--- config.mk ---
export PLATFORM = sky130hd
export DESIGN_NAME = sorted_triple_serializer
export DESIGN_NICKNAME = d
export VERILOG_FILES = /design/src/rtl/sorted_triple_serializer.sv
export SDC_FILE = /design/constraint.sdc
export NUM_CORES = 1
export LEC_CHECK = 0
export CORE_MARGIN = 3
export CORE_UTILIZATION = 51
export CTS_CLUSTER_SIZE = 10
export DETAILED_ROUTE_END_ITERATION = 10
export HOLD_SLACK_MARGIN = 0.02
export PLACE_DENSITY = 0.77
export SLEW_MARGIN = 5
export SYNTH_ARGS = -nofsm -noshare
export SYNTH_HDL_FRONTEND = slang
export SYNTH_SLANG_ARGS = --single-unit
--- constraint.sdc ---
create_clock -name clk -period 3.75 [get_ports clk]
set_clock_uncertainty 0.1 [all_clocks]
set_input_delay 0.5625 -clock clk [delete_from_list [all_inputs] [get_ports clk]]
set_output_delay 0.5625 -clock clk [all_outputs]
set_load 0.02 [all_outputs]
--- src/rtl/sorted_triple_serializer.sv ---
// Buffers sorted triples and emits each one as three serial beats, smallest first.
// Define ORDER_CHECK_EN to build the sticky out-of-order detector on accepted triples.
module sorted_triple_serializer #(
  parameter int unsigned DATA_W = 8,
  parameter int unsigned DEPTH  = 2,
  parameter int unsigned CNT_W  = 16
) (
  input  logic              clk,
  input  logic              rst_n,
  input  logic              in_valid,
  output logic              in_ready,
  input  logic [DATA_W-1:0] in_f1,
  input  logic [DATA_W-1:0] in_f2,
  input  logic [DATA_W-1:0] in_f3,
  output logic              out_valid,
  input  logic              out_ready,
  output logic [DATA_W-1:0] out_data,
  output logic [1:0]        out_idx,
  output logic              out_last,
  output logic              order_err,
  output logic [CNT_W-1:0]  triple_cnt
);

  localparam int unsigned AW = $clog2(DEPTH);
  localparam int unsigned PW = AW + 1;
  localparam int unsigned EW = 3 * DATA_W;

  typedef enum logic [1:0] {
    StEmpty,
    StBeat0,
    StBeat1,
    StBeat2
  } state_e;

  state_e state_q, state_d;

  logic [EW-1:0]    mem_q [DEPTH];
  logic [PW-1:0]    wr_ptr_q, wr_ptr_d;
  logic [PW-1:0]    rd_ptr_q, rd_ptr_d;
  logic [PW-1:0]    occ, occ_next;
  logic [CNT_W-1:0] cnt_q, cnt_d;
  logic             full;
  logic             push, pop, beat_hs;
  logic [EW-1:0]    head;

  // Extra pointer bit separates the full and empty cases when the indices match.
  assign occ      = wr_ptr_q - rd_ptr_q;
  assign full     = (occ == PW'(DEPTH));
  assign in_ready = ~full;

  assign push    = in_valid & in_ready;
  assign beat_hs = out_valid & out_ready;
  assign pop     = beat_hs & (state_q == StBeat2);

  assign wr_ptr_d = wr_ptr_q + PW'(push);
  assign rd_ptr_d = rd_ptr_q + PW'(pop);
  assign occ_next = wr_ptr_d - rd_ptr_d;
  assign cnt_d    = cnt_q + CNT_W'(pop);

  assign head = mem_q[rd_ptr_q[AW-1:0]];

  // Storage carries no reset; the pointers alone define which entries are live.
  always_ff @(posedge clk) begin
    if (push) begin
      mem_q[wr_ptr_q[AW-1:0]] <= {in_f1, in_f2, in_f3};
    end
  end

  always_ff @(posedge clk or negedge rst_n) begin
    if (!rst_n) begin
      state_q  <= StEmpty;
      wr_ptr_q <= '0;
      rd_ptr_q <= '0;
      cnt_q    <= '0;
    end else begin
      state_q  <= state_d;
      wr_ptr_q <= wr_ptr_d;
      rd_ptr_q <= rd_ptr_d;
      cnt_q    <= cnt_d;
    end
  end

  // Looking at next occupancy lets a fresh push reach BEAT0 in the very next cycle.
  always_comb begin
    state_d = state_q;
    unique case (state_q)
      StEmpty: begin
        if (occ_next != '0) state_d = StBeat0;
      end
      StBeat0: begin
        if (beat_hs) state_d = StBeat1;
      end
      StBeat1: begin
        if (beat_hs) state_d = StBeat2;
      end
      StBeat2: begin
        if (beat_hs) state_d = (occ_next != '0) ? StBeat0 : StEmpty;
      end
      default: state_d = StEmpty;
    endcase
  end

  always_comb begin
    out_valid = 1'b0;
    out_idx   = 2'd0;
    out_last  = 1'b0;
    out_data  = '0;
    unique case (state_q)
      StEmpty: begin
        out_valid = 1'b0;
      end
      StBeat0: begin
        out_valid = 1'b1;
        out_idx   = 2'd0;
        out_data  = head[EW-1 -: DATA_W];
      end
      StBeat1: begin
        out_valid = 1'b1;
        out_idx   = 2'd1;
        out_data  = head[2*DATA_W-1 -: DATA_W];
      end
      StBeat2: begin
        out_valid = 1'b1;
        out_idx   = 2'd2;
        out_last  = 1'b1;
        out_data  = head[DATA_W-1:0];
      end
      default: out_valid = 1'b0;
    endcase
  end

  assign triple_cnt = cnt_q;

`ifdef ORDER_CHECK_EN
  logic err_q;
  logic bad_order;

  assign bad_order = (in_f1 > in_f2) | (in_f2 > in_f3);

  always_ff @(posedge clk or negedge rst_n) begin
    if (!rst_n) begin
      err_q <= 1'b0;
    end else if (push && bad_order) begin
      err_q <= 1'b1;
    end
  end

  assign order_err = err_q;
`else
  assign order_err = 1'b0;
`endif

  // A stalled beat must not change, and the buffer can never hold more than DEPTH triples.
  stall_stable_a : assert property (@(posedge clk) disable iff (!rst_n)
    out_valid && !out_ready |=> out_valid && $stable(out_data) && $stable(out_idx));

  occ_bound_a : assert property (@(posedge clk) disable iff (!rst_n)
    occ <= PW'(DEPTH));

endmodule

Word level (Yosys, flattened, before mapping) --
Memories as Yosys holds them, arrays and structs flattened. Index checks and enable logic that the tools add are counted.
Cells by class: add/subtract/negate cells 5, equality and inequality tests 8, multiplexer cells 12, bitwise logic cells 4, reduce and logical (&&, ||, !) cells 4
Operator list (number):
- $pmux W8 S3 | 1
- $add A16 B1 Y16 | 1
- $mux W2 | 4
- $ne A2 B2 Y1 const B | 4
- $pmux W2 S4 | 1
- $eq A2 B2 Y1 const B | 3
- $add A2 B1 Y2 | 2
- $mux W1 | 4
- $pmux W2 S2 | 1
- $reduce_and A4 Y1 | 1
- $sub A2 B2 Y2 | 2
- $and A1 B1 Y1 | 3
- $reduce_or A3 Y1 | 1
- $eq A2 B1 Y1 const B | 1
- $logic_not A2 Y1 | 1
- $pmux W1 S2 | 1
- $reduce_bool A2 Y1 | 1
- $not A1 Y1 | 1
Word-level totals: register bits after elaboration 22, memory bits (writable) 48, input bits 28, output and inout bits 30, word-level logic and storage cells 38, memories 1
Memory list:
- mem_q | words 2, width 24, rd ports 1, clocked after memory_dff 0, write ports 1, line 37 | logic [EW-1:0] mem_q [DEPTH];

Logic depth before layout (Yosys ltp) --
word-level depth 11, depth in mapped cells 10

Worst setup path before layout --
OpenSTA, ideal clock, no wires.
path kind register -> register, start register rd_ptr_q[0], end register state_q[1], library setup time 125 ps, arrival 2816 ps, data required time 3525 ps, setup slack 709 ps, stages on the path, launching flop included 11, path through dfrtp_1 > buf_2 > buf_2 > xnor2_1 > nand2_1 > and2_1 > ha_1 > xor2_2 > xor2_1 > o31a_1 > mux2_4
On the way: word-level cells in the longest chain between the ends 9, elaborated cells on any way between the ends 10
RTL lines:
- from (decl) | line 39 | logic [PW-1:0] rd_ptr_q, rd_ptr_d;
- from (signal assigned) | line 78 | rd_ptr_q <= rd_ptr_d;
- $sub A2 B2 Y2 | line 47 | assign occ = wr_ptr_q - rd_ptr_q;
- $eq A2 B2 Y1 | line 48 | assign full = (occ == PW'(DEPTH));
- $not A1 Y1 | line 49 | assign in_ready = ~full;
- via in_ready | line 11 | output logic in_ready,
- $and A1 B1 Y1 | line 51 | assign push = in_valid & in_ready;
- $add A2 B1 Y2 | line 55 | assign wr_ptr_d = wr_ptr_q + PW'(push);
- via wr_ptr_d[1] | line 38 | logic [PW-1:0] wr_ptr_q, wr_ptr_d;
- $sub A2 B2 Y2 | line 57 | assign occ_next = wr_ptr_d - rd_ptr_d;
- $reduce_bool A2 Y1 | line 88 | if (occ_next != '0) state_d = StBeat0;
- $ne A2 B2 Y1 (no source line)
- $reduce_and A4 Y1 (no source line)
- to (signal assigned) | line 71 | state_q <= StEmpty;
- to (signal assigned) | line 76 | state_q <= state_d;
- to (decl) | line 35 | state_e state_q, state_d;
The timed path passes the listed nets, and every way through them passes these cells. A chain may end at the register's enable or synchronous reset.

Worst setup path after layout --
start register state_q[0], end output port out_data[0]
On the way: word-level cells in the longest chain between the ends 2, elaborated cells on any way between the ends 4
RTL lines:
- $eq A2 B2 Y1 or $eq A2 B1 Y1 (tied branches) | line 108 | unique case (state_q)
- $pmux W8 S3 (*) | line 108
- to (decl) | line 17 | output logic [DATA_W-1:0] out_data,
Every way passes the cells marked *; elsewhere a longest branch is shown, timed or not.

==> impl_metrics.env <==
export IMPL_io_pins=58
export IMPL_diodes=0
export IMPL_yosysWarnings=0
export IMPL_fin_area_um2=3780
export IMPL_setup_violations=0
export IMPL_synth_area_leaders="edfxtp_1, dfrtp_1, ha_1"
export IMPL_rsz0062_at_grt="false"
export IMPL_drtAntennaViolNets=0
export IMPL_clk_pin_slew_worst_paths_ps=70
export IMPL_fin_setup_tns_ps=0
export IMPL_worstPathArrival_ps=2810
export IMPL_area_growth_syn_to_layout_pct=28.6
export IMPL_dp_hpwl_um=3800
export IMPL_holdWs_ps=375
export IMPL_synth_commonest_cells="edfxtp_1, dfrtp_1, a21oi_1"
export IMPL_slew_viol_final=0
export IMPL_vias_per_cell=5.36
export IMPL_grt_pass1_vias=1846
export IMPL_start_util_pct=53.1
export IMPL_cts_resized=0
export IMPL_crit_type="reg -> out"
export IMPL_clkSinkCount=70
export IMPL_fp_coreArea_um2=5540
export IMPL_dieArea_um2=6710
export IMPL_maxCapViolations=0
export IMPL_cpPeakStageDelay_ps=610
export IMPL_cts_tree="yes"
export IMPL_cts_inserted_buffers=9
export IMPL_grt_usage_pct=18.6
export IMPL_worstPathMaxFanout=18
export IMPL_drc=0
export IMPL_crit_path_top_delay_cell="clkdlybuf4s50_1"
export IMPL_wl_per_cell_um=16.4
export IMPL_start_kind="flop"
export IMPL_drt_initial_drc_count=117
export IMPL_hold_violations=0
export IMPL_fin_nets=302
export IMPL_syn_nets=242
export IMPL_crit_path_end_kind="primary output"
export IMPL_worstPathRequired_ps=3090
export IMPL_p_per_area_nw_per_um2=843
export IMPL_ys_ff_latch=70
export IMPL_pre_cts_ws_ps=682
export IMPL_worstSkewPairLatency_ps=330
export IMPL_postCtsSetupBuffers=0
export IMPL_synth_seq_area_share_pct=67.7
export IMPL_netlist_instances=203
export IMPL_clockRootBuffer="clkbuf_8"
export IMPL_fin_crit_ps=3470
export IMPL_drive_gt1_share_pct=10.8
export IMPL_io_buffers=56
export IMPL_die_w_um=81.9
export IMPL_ys_types=31
export IMPL_clock_fmax_mhz=288
export IMPL_row_count=27
export IMPL_relSlewSlack_pct=36.4
export IMPL_die_h_um=81.9
export IMPL_ir_drop_v=0.000418
export IMPL_cp_startpoint="state_q[0]$_DFFE_PN0P_"
export IMPL_synth_top_area_cell="edfxtp_1"
export IMPL_final_util_pct=68.2
export IMPL_cts_hold_buf=0
export IMPL_synth_main_ff_cell="edfxtp_1"
export IMPL_netlist_area_um2=2940
export IMPL_hp_class="reg -> reg"
export IMPL_ctsHtreeMaxLevel=3
export IMPL_r2r_start="state_q[0]$_DFFE_PN0P_"
export IMPL_synth_edf_count=48
export IMPL_grt_pass1_wl_um=9040
export IMPL_dr_total_vias=1821
export IMPL_power_leakage_nw=1.44
export IMPL_gp_congestion=0.757
export IMPL_synthArstFlopShare_pct=31.4
export IMPL_setup_slack_ps=279
export IMPL_grt_max_degree=25
export IMPL_crit_top_cell="a21oi_1"
export IMPL_nFillCells=417
export IMPL_layout_worst_path_cycle_share_pct=92.6
export IMPL_r2r_end="state_q[1]$_DFFE_PN0P_"
export IMPL_cp_endpoint="out_data[0]"
export IMPL_netlist_area_leader_share_pct=49.0
export IMPL_clock_path_buffers=2
export IMPL_overflow=0
export IMPL_firstDrtPassIters=4
export IMPL_status="completed"
export IMPL_rr_worst_depth=7
export IMPL_wl_um=5570
export IMPL_r2r_slack_ps=1220
export IMPL_cp_cell_sequence="inv_1 > ha_1 > a22oi_1 > a21oi_1 > a21oi_1 > nor2_1 > clkdlybuf4s50_1"
export IMPL_yosysMostFrequentCell="edfxtp_1"
export IMPL_antenna_found_initial=0
export IMPL_placed_cell_area_um2=3570
export IMPL_tightestPinTransition_ps=951
export IMPL_avgSynthCellArea_um2=14.5
[routing by layer]
layer	up-vias	part of all wire, %	global-route usage (%)
met5	-	0	0
met4	0	2.1	11.5
met3	12	7.7	4.39
met2	68	44	26.2
met1	875	46	26.1
li1	866	-	-
[registers in the layout, summed over array words and instances, names as in the netlist]
name / count
mem_q: 48
rd_ptr_q: 2
state_q: 2
triple_cnt: 16
wr_ptr_q: 2
[cells by family (layout without fill, tap and decap cells)]
logic type | Yosys count | in the layout | synth area share [%]
AOI/OAI and AO/OA | 37 | 37 | 8.47
adders and majority gates | 11 | 11 | 4.68
muxes | 9 | 9 | 3.57
xor gates and xnor gates | 20 | 20 | 6.21
other | 1 | 1 | 0.128
and+or+nand+nor | 37 | 37 | 6.55
buffers and inverters | 18 | 83 | 2.64
DFF | 70 | 70 | 67.7
[report_power, final]
group / internal [mW] / switching, mW / total [mW] / leakage, nW
combinational: 0.591 / 0.761 / 1.35 / 0.621
sequential: 1.08 / 0.111 / 1.19 / 0.726
clock: 0.372 / 0.275 / 0.647 / 0.0962
total: 2.04 / 1.15 / 3.19 / 1.44
[per-stage QoR]
stage          std cells  total power [mW]
2_1_floorplan        203              2.05
3_3_place_gp         324              2.52
3_5_place_dp         324              2.55
4_1_cts              340              3.21
5_1_grt              340              3.38
6_report             340              3.19
[cell type report]
class                   count  area, um2  share of cell area [%]
inverters                   8       30.0                   0.794
clock buffers              10        128                    3.38
clock inverters             6       86.3                    2.28
well taps                  72       90.1                    2.38
repair buffers             59        583                    15.4
flip-flops and latches     70       1990                    52.7
multi-input cells         115        871                    23.0
[critical path, delay by kind of cell, from the launching register on]
kind / cells / cell delay (ps)
buffers and inverters: 2 / 760
adders and majority gates: 1 / 580
AOI/OAI and AO/OA: 3 / 560
DFF: 1 / 440
and+or+nand+nor: 1 / 120
[worst min-delay path by stage]
stage,startpoint,endpoint,slack [ps],cells past startpoint
3_5_place_dp,triple_cnt[15]$_DFF_PN0_,triple_cnt[15]$_DFF_PN0_,360,1
3_3_place_gp,triple_cnt[15]$_DFF_PN0_,triple_cnt[15]$_DFF_PN0_,360,1
6_report,triple_cnt[15]$_DFF_PN0_,triple_cnt[15]$_DFF_PN0_,370,1
4_1_cts,triple_cnt[15]$_DFF_PN0_,triple_cnt[15]$_DFF_PN0_,380,1
5_1_grt,triple_cnt[15]$_DFF_PN0_,triple_cnt[15]$_DFF_PN0_,390,1
2_1_floorplan,rst_n,rd_ptr_q[0]$_DFF_PN0_,170,0
[layout by cell type (no fill, tap or decap), drive strengths merged, types with 3 or more instances in the layout]
cell type / count
a221oi: 8
mux2: 9
clkdlybuf4s50: 56
inv: 8
clkbuf: 10
ha: 11
xnor2: 9
clkinvlp: 3
dfrtp: 22
nor3: 3
edfxtp: 48
buf: 3
xor2: 11
nand3: 7
a22oi: 9
nand2: 5
a21oi: 16
nor2: 14
No activity file was read; power rests on OpenSTA's default activity.
